## src/rtl/mem_port_arbiter.sv

```systemverilog
// Shares one single-ported 64 KiB byte-addressed memory between instruction fetch and
// the load/store unit, with store byte-enables, load extension and DM error flagging.
module mem_port_arbiter #(
  parameter int unsigned STARVE_LIMIT = 4
) (
  input  logic        clk,
  input  logic        rst_n,
  input  logic        if_req,
  input  logic [15:0] if_addr,
  output logic        if_ready,
  output logic        if_valid,
  output logic [31:0] if_rdata,
  input  logic        dm_req,
  input  logic        dm_we,
  input  logic [2:0]  dm_funct3,
  input  logic [15:0] dm_addr,
  input  logic [31:0] dm_wdata,
  output logic        dm_ready,
  output logic        dm_valid,
  output logic [31:0] dm_rdata,
  output logic        dm_err,
  output logic [3:0]  mem_w_en,
  output logic [15:0] mem_addr,
  output logic [31:0] mem_wdata,
  input  logic [31:0] mem_rdata
);

  localparam logic [3:0] LIMIT = 4'(STARVE_LIMIT);

  typedef enum logic {IDLE, ACCESS} state_t;

  state_t      state_reg, state_next;
  logic [3:0]  starve_cnt_reg;
  logic        sel_dm_reg, we_reg, err_reg;
  logic [2:0]  f3_reg;
  logic [15:0] addr_reg;
  logic [31:0] wdata_reg;
  logic        if_valid_reg, dm_valid_reg, dm_err_reg;
  logic [31:0] if_rdata_reg, dm_rdata_reg;

  logic        dm_grant, accept, dm_bad;
  logic [31:0] load_ext;

  // DM wins a tie unless fetch has already lost LIMIT times in a row.
  assign dm_grant = dm_req && !(if_req && (starve_cnt_reg == LIMIT));
  assign accept   = if_ready || dm_ready;

  always_comb begin
    dm_bad = 1'b0;
    case (dm_funct3[1:0])
      2'b01:   dm_bad = dm_addr[0];
      2'b10:   dm_bad = (dm_addr[1:0] != 2'b00);
      2'b11:   dm_bad = 1'b1;
      default: dm_bad = 1'b0;
    endcase
    if (dm_funct3[2] && (dm_we || dm_funct3[1]))
      dm_bad = 1'b1;
  end

  always_comb begin
    case (f3_reg)
      3'b000:  load_ext = {{24{mem_rdata[7]}}, mem_rdata[7:0]};
      3'b001:  load_ext = {{16{mem_rdata[15]}}, mem_rdata[15:0]};
      3'b100:  load_ext = {24'd0, mem_rdata[7:0]};
      3'b101:  load_ext = {16'd0, mem_rdata[15:0]};
      default: load_ext = mem_rdata;
    endcase
  end

  always_ff @(posedge clk or negedge rst_n) begin
    if (!rst_n)
      state_reg <= IDLE;
    else
      state_reg <= state_next;
  end

  always_comb begin
    state_next = state_reg;
    case (state_reg)
      IDLE:    if (accept) state_next = ACCESS;
      default: state_next = IDLE;
    endcase
  end

  always_comb begin
    if_ready  = 1'b0;
    dm_ready  = 1'b0;
    mem_w_en  = 4'b0000;
    mem_addr  = addr_reg;
    mem_wdata = wdata_reg;
    if (state_reg == IDLE) begin
      dm_ready = dm_grant;
      if_ready = if_req && !dm_grant;
    end else if (sel_dm_reg && we_reg && !err_reg) begin
      case (f3_reg)
        3'b000:  mem_w_en = 4'b0001;
        3'b001:  mem_w_en = 4'b0011;
        default: mem_w_en = 4'b1111;
      endcase
    end
  end

  always_ff @(posedge clk or negedge rst_n) begin
    if (!rst_n) begin
      starve_cnt_reg <= 4'd0;
      sel_dm_reg     <= 1'b0;
      we_reg         <= 1'b0;
      err_reg        <= 1'b0;
      f3_reg         <= 3'd0;
      addr_reg       <= 16'd0;
      wdata_reg      <= 32'd0;
    end else if (dm_ready) begin
      sel_dm_reg <= 1'b1;
      we_reg     <= dm_we;
      err_reg    <= dm_bad;
      f3_reg     <= dm_funct3;
      addr_reg   <= dm_addr;
      wdata_reg  <= dm_wdata;
      if (if_req && (starve_cnt_reg < LIMIT))
        starve_cnt_reg <= starve_cnt_reg + 4'd1;
    end else if (if_ready) begin
      sel_dm_reg     <= 1'b0;
      we_reg         <= 1'b0;
      err_reg        <= 1'b0;
      f3_reg         <= 3'b010;
      addr_reg       <= if_addr;
      starve_cnt_reg <= 4'd0;
    end
  end

  // Responses are registered at the closing edge of ACCESS; rdata holds until the next one.
  always_ff @(posedge clk or negedge rst_n) begin
    if (!rst_n) begin
      if_valid_reg <= 1'b0;
      dm_valid_reg <= 1'b0;
      dm_err_reg   <= 1'b0;
      if_rdata_reg <= 32'd0;
      dm_rdata_reg <= 32'd0;
    end else begin
      if_valid_reg <= (state_reg == ACCESS) && !sel_dm_reg;
      dm_valid_reg <= (state_reg == ACCESS) && sel_dm_reg;
      dm_err_reg   <= 1'b0;
      if (state_reg == ACCESS) begin
        if (!sel_dm_reg) begin
          if_rdata_reg <= mem_rdata;
        end else begin
          dm_err_reg   <= err_reg;
          dm_rdata_reg <= (we_reg || err_reg) ? 32'd0 : load_ext;
        end
      end
    end
  end

  assign if_valid = if_valid_reg;
  assign if_rdata = if_rdata_reg;
  assign dm_valid = dm_valid_reg;
  assign dm_err   = dm_err_reg;
  assign dm_rdata = dm_rdata_reg;

endmodule

```

## config.mk

```make
export PLATFORM = sky130hd
export DESIGN_NAME = mem_port_arbiter
export DESIGN_NICKNAME = d
export VERILOG_FILES = /design/src/rtl/mem_port_arbiter.sv
export SDC_FILE = /design/constraint.sdc
export NUM_CORES = 1
export LEC_CHECK = 0
export BUFFER_PORTS_ARGS = -buffer_cell sky130_fd_sc_hd__buf_2
export CORE_UTILIZATION = 48
export CTS_CLUSTER_DIAMETER = 80
export DETAILED_ROUTE_END_ITERATION = 16
export GPL_ROUTABILITY_DRIVEN = 0
export PLACE_DENSITY_LB_ADDON = 0.05
export SLEW_MARGIN = 20
export SYNTH_ARGS = -nofsm -noshare
export SYNTH_HDL_FRONTEND = slang
export SYNTH_SLANG_ARGS = --single-unit
```

## constraint.sdc

```tcl
create_clock -name clk -period 2.9 [get_ports clk]
set_input_delay 0.29 -clock clk [delete_from_list [all_inputs] [get_ports clk]]
set_output_delay 0.29 -clock clk [all_outputs]
set_load 0.02 [all_outputs]
```

==> impl_metrics.toml, run 1 <==
[global_routing]
grt-ovfl-total = 0
antenna_found_initial = 0
grt_max_degree = 51
grt_pass1_vias = 4252
track_usage = 0.246
grt_pass1_wl_um = 21300

[logic_synthesis]
syn_inst = 381
ys_types = 41
synth-seq-cells = 126
synth_compound_area_frac = 0.0995
async_flop_share = 1.00
yosys-mux-area-fraction = 0.161
synth_top_family_by_area = "multiplexers"
synth_area_per_cell_um2 = 13.7
synth_edf_count = 0
synth-simple-area-share = 0.0882
synth_xor_area_frac = 0
syn_nets = 487
synth_ff_type = "dfrtp_1"
ys.warnings.count = 0
ys_seq_area_frac = 0.602
synthAdderAreaFrac = 0.00478
syn_area_um2 = 5230

[route]
num_vias = 4067
first_iter_violations = 226
postRouteAntennaNets = 0
vias_per_cell = 5.14
drc = 0
wl_per_cell_um = 16.9
dr.pass1.iters = 6
wl_um = 13400

[placed_design]
place_area_um2 = 6390
io_buffers = 224
hpwl_um = 8990

[finish]
drive_above_1_share = 0.531
post-route-util = 0.706
n_antenna_cell = 0
postLayoutCellArea_um2 = 7390
final_nets = 748
syn_to_final_growth_pct = 41.2

[timing]
finalHoldViolCount = 0
slew_violations = 0
finalSetupTns_ns = 0
tightest_slew_ns = 0.860
rsz0062_at_grt = "false"
setup_viol = 0
slew_headroom = 0.427
period_share = 0.781
fmax_mhz = 441
fin_skew_ns = 0.0104
min_period_ns = 2.27

[critical_path]
cp_slowest_cell = "dfrtp_1"
path_buf_inv = 3
arrival_ns = 1.98
crit_path_max_fanout = 16
cp_top_family = "buffers and inverters"
endpoint_kind = "primary output"
crit_required_ns = 2.61
slowest_delay_ns = 0.39
start_kind = "flop"
critPathKind = "reg -> out"
crit_chain = "inv_1 > ha_1 > nand4b_4 > nand2_2 > inv_2 > buf_2"

[power]
vdd_drop_max_v = 0.000432
combPwrFrac = 0.322
p_seq_frac = 0.365
p_leak_nw = 3.71
power_density_nw_per_um2 = 976
internal_power_mw = 4.76
finalPower_mw = 7.21
clkPwrFrac = 0.313
p_sw_mw = 2.46
swShare = 0.341

[clock_network]
cts_max_path_buffers = 2
clk_latency_ns = 0.51
h-tree-depth = 4
clock-sinks = 126
cts_buffers = 17
path_clk_slew_ns = 0.06
cts_tree = "built"
postCtsSetupBuffers = 0
cts_root_buf = "clkbuf_8"
ctsResizeCount = 0

[run_status]
outcome = "finished, final reports clean"

[flow_run]
drv_cap = 0

[floorplan]
start_util = 0.500
core_area_um2 = 10500
die_h_um = 106
die-width_um = 106
rows = 37
boundaryPins = 225
die_area_um2 = 11300

[hold_path]
hp-class = "in -> reg"
synthesized netlist by cell type, types with 2 or more instances:
| library cell | number | area share |
|---|---|---|
| a32o_1 | 10 | 0.019 |
| buf_6 | 4 | 0.0086 |
| a21o_1 | 2 | 0.0029 |
| nand3b_1 | 2 | 0.0029 |
| nand2_1 | 13 | 0.0093 |
| inv_2 | 2 | 0.0014 |
| mux2i_1 | 11 | 0.021 |
| a31o_2 | 2 | 0.0033 |
| clkbuf_8 | 3 | 0.0079 |
| nand2b_1 | 19 | 0.023 |
| o21ai_1 | 14 | 0.013 |
| or2b_1 | 3 | 0.0043 |
| o221a_1 | 6 | 0.013 |
| buf_4 | 7 | 0.010 |
| ha_1 | 2 | 0.0048 |
| dfrtp_1 | 126 | 0.60 |
| clkbuf_1 | 3 | 0.0022 |
| nor2_1 | 12 | 0.0086 |
| nand3_1 | 13 | 0.012 |
| mux2_2 | 65 | 0.14 |
| o21ai_0 | 11 | 0.011 |
| inv_1 | 7 | 0.0050 |
| or2b_2 | 3 | 0.0050 |
| nand4_1 | 4 | 0.0048 |
| nor2b_1 | 2 | 0.0024 |
| a22o_1 | 8 | 0.013 |
| buf_2 | 8 | 0.0077 |
| a32o_2 | 6 | 0.013 |
cells in the final DEF, fill, tap and decap left out, types with 3 or more instances in the layout:
cell type and count:
a22o_1 8, a32o_1 10, a32o_2 6, buf_2 223, buf_4 9, bufinv_16 4
clkbuf_16 16, clkbuf_8 4, clkinv_4 3, dfrtp_1 126, dlygate4sd3_1 36, inv_1 7
mux2_2 65, mux2i_1 11, nand2_1 13, nand2b_1 18, nand3_1 13, nand4_1 4
nor2_1 12, o21ai_0 11, o21ai_1 14, o221a_1 6, or2b_1 3, or2b_2 3
routing by layer:
metal  GRT usage  share of wire
met1       0.312           0.43
met3      0.0668          0.058
met2       0.408           0.50
met4      0.0861          0.011
met5           0              0
final timing paths:
kind	cells past startpoint	endpoint	from	slack (ns)
min in group asynchronous	2	if_rdata[16]	rst_n	0.36
min reg2reg	2	dm_rdata[11]	dm_rdata[11]	0.48
min	2	if_rdata[20]	mem_rdata[20]	0.02
max	6	dm_ready	starve_cnt_reg[0]	0.63
max in group asynchronous	3	dm_rdata[17]	rst_n	1.70
max reg2reg	6	mem_wdata[2]	starve_cnt_reg[0]	0.80
metrics by stage:
step	worst slack [ns]	cells	hold slack [ns]
after global routing	0.473	791	0.000219
final	0.635	791	0.0221
after CTS	0.604	788	0.0000844
after detailed placement	0.801	723	0.366
after floorplan	1.33	381	-0.00559
after global placement	0.888	723	0.355
power groups by stage:
stage | registers [mW] | logic [mW] | clock network [mW]
after CTS | 2.63 | 2.34 | 2.29
after global routing | 2.70 | 2.49 | 2.38
final | 2.63 | 2.32 | 2.26
after global placement | 2.62 | 2.26 | 0
after detailed placement | 2.66 | 2.30 | 0
after floorplan | 3.31 | 0.800 | 0
logic make-up after synthesis:
family	Yosys count
simple gates	79
compound gates	63
flops	126
fa+ha+maj	2
mux	76
buf+inv	35
final cells by class:
| cell class | count | area [um^2] |
|---|---|---|
| multi-input cells | 220 | 1850 |
| flip-flops and latches | 126 | 3150 |
| fillers | 801 | 3070 |
| inverters | 9 | 33.8 |
| well taps | 136 | 170 |
| clock buffers | 21 | 459 |
| repair buffers | 268 | 1540 |
| clock inverters | 11 | 179 |
repair_timing:
action                                  in CTS  in global routing
hold buffers                                33                  3
endpoints found under the setup margin       0                  0
hold endpoints to repair                    79                  3
No activity file was read; power rests on OpenSTA's default activity.
==> inputs of run 2 (changes only) <==
==> constraint.sdc (replaced) <==
create_clock -name clk -period 2.1 [get_ports clk]
set_input_delay 0.21 -clock clk [delete_from_list [all_inputs] [get_ports clk]]
set_output_delay 0.21 -clock clk [all_outputs]
set_load 0.02 [all_outputs]
==> run 2 against run 1 <==
Compared with the run above:
- count of clock-buffer cells in the layout shrank 1
- global-route usage is 2.0 points higher
- hold slack got worse by 0.0096 ns
- critical path depth did not move
- clock skew down 0.00099 ns
- combinational power up 49%
- first-iteration DRC count is 15% lower
- die area did not move
- largest power group unchanged
==> impl_metrics.toml, run 2 (synthesized netlist as in run 1, its figures left out) <==
[run_status]
outcome = "finished, final reports clean"

[clock_network]
cts_tree = "built"
clock-sinks = 126
cts_buffers = 17
clk_latency_ns = 0.52
path_clk_slew_ns = 0.06
cts_root_buf = "clkbuf_8"
h-tree-depth = 4
cts_max_path_buffers = 2

[floorplan]
core_area_um2 = 10500
die_area_um2 = 11300
die_h_um = 106
rows = 37
die-width_um = 106
start_util = 0.500
boundaryPins = 225

[finish]
postLayoutCellArea_um2 = 8140
post-route-util = 0.778
syn_to_final_growth_pct = 55.5
final_nets = 814
drive_above_1_share = 0.494
layout_common_cells = "buf_2, dfrtp_1, dlygate4sd3_1"
n_antenna_cell = 0
layout_commonest_cell = "buf_2"

[timing]
fin_skew_ns = 0.00943
slew_headroom = 0.533
setup_ws_ns = 0.0783
setup_viol = 0
fmax_mhz = 495
slew_violations = 0
tightest_slew_ns = 0.701
finalSetupTns_ns = 0
finalHoldViolCount = 0
min_period_ns = 2.02
period_share = 0.963
holdWs_ns = 0.0125

[placed_design]
place_area_um2 = 6440
hpwl_um = 8750
io_buffers = 224
pre_cts_ws_ns = 0.333

[global_routing]
grt_pass1_wl_um = 23100
grt_max_degree = 127
antenna_found_initial = 0
grt-ovfl-total = 0
track_usage = 0.266
grt_pass1_vias = 4651

[critical_path]
r2r_setup_slack_ns = 0.15
arrival_ns = 1.81
crit_required_ns = 1.89
start_kind = "flop"
crit_path_max_fanout = 9
critPathKind = "reg -> out"
endpoint_kind = "primary output"

[power]
p_leak_nw = 4.04
power_density_nw_per_um2 = 1250
vdd_drop_max_v = 0.000763

[route]
wl_per_cell_um = 16.8
drc = 0
first_iter_violations = 192
vias_per_cell = 5.15
num_vias = 4410
postRouteAntennaNets = 0
dr.pass1.iters = 4
wl_um = 14400

[hold_path]
hp-class = "in -> reg"

[flow_run]
drv_cap = 0
==> run 2: cell count changes in the layout (fill, tap and decap cells not counted), sizes merged <==
cell	previous run	this run
dlygate4sd3	36	97
inv	11	12
clkbuf	21	20
buf	232	235
bufbuf	0	2
==> run 2: per-layer routing <==
metal	part of all wire	track usage
met1	0.41	0.315
met2	0.51	0.462
met4	0.024	0.101
met5	0	0
met3	0.061	0.0717
==> run 2: where the power goes <==
part	total (mW)	switching [mW]	internal (mW)	leakage, nW
combinational	3.45	1.95	1.50	2.21
sequential	3.64	0.425	3.21	1.53
clock	3.06	1.08	1.97	0.296
total	10.1	3.46	6.68	4.04
==> run 2: final cells by class <==
class | count | area (um^2)
multi-input cells | 220 | 1880
clock buffers | 20 | 435
fillers | 691 | 2320
flip-flops and latches | 126 | 3150
well taps | 136 | 170
inverters | 9 | 36.3
repair buffers | 334 | 2280
clock inverters | 12 | 184
==> run 2: final timing paths <==
path                                   start           end  cells after the start
max                        starve_cnt_reg[1]      if_ready                      6
min                              if_addr[15]  mem_addr[15]                      3
max reg2reg                        state_reg   mem_addr[3]                      5
min reg2reg                     dm_rdata[11]  dm_rdata[11]                      2
max in group asynchronous              rst_n  if_rdata[30]                      3
min in group asynchronous              rst_n      if_valid                      3
==> run 2: timing repair <==
action                     CTS  global route
hold endpoints to repair   226             0
setup buffers                1             0
cloned                       2             0
pin swaps                    1             0
setup endpoints to repair    2             3
hold buffers                97             0
resized for setup            5             3
==> run 2: critical path, stage by stage, from the launching register on <==
cell      delay (ns)
dfrtp_1         0.38
inv_1           0.12
ha_4            0.16
nand3b_1        0.10
a21o_4          0.28
inv_2           0.08
buf_2           0.16
==> run 2: metrics by stage <==
step | cells | total power, mW
finish | 857 | 10.1
global route | 857 | 10.6
CTS | 857 | 10.2
detailed placement | 725 | 6.86
global placement | 725 | 6.76
floorplan | 381 | 5.67
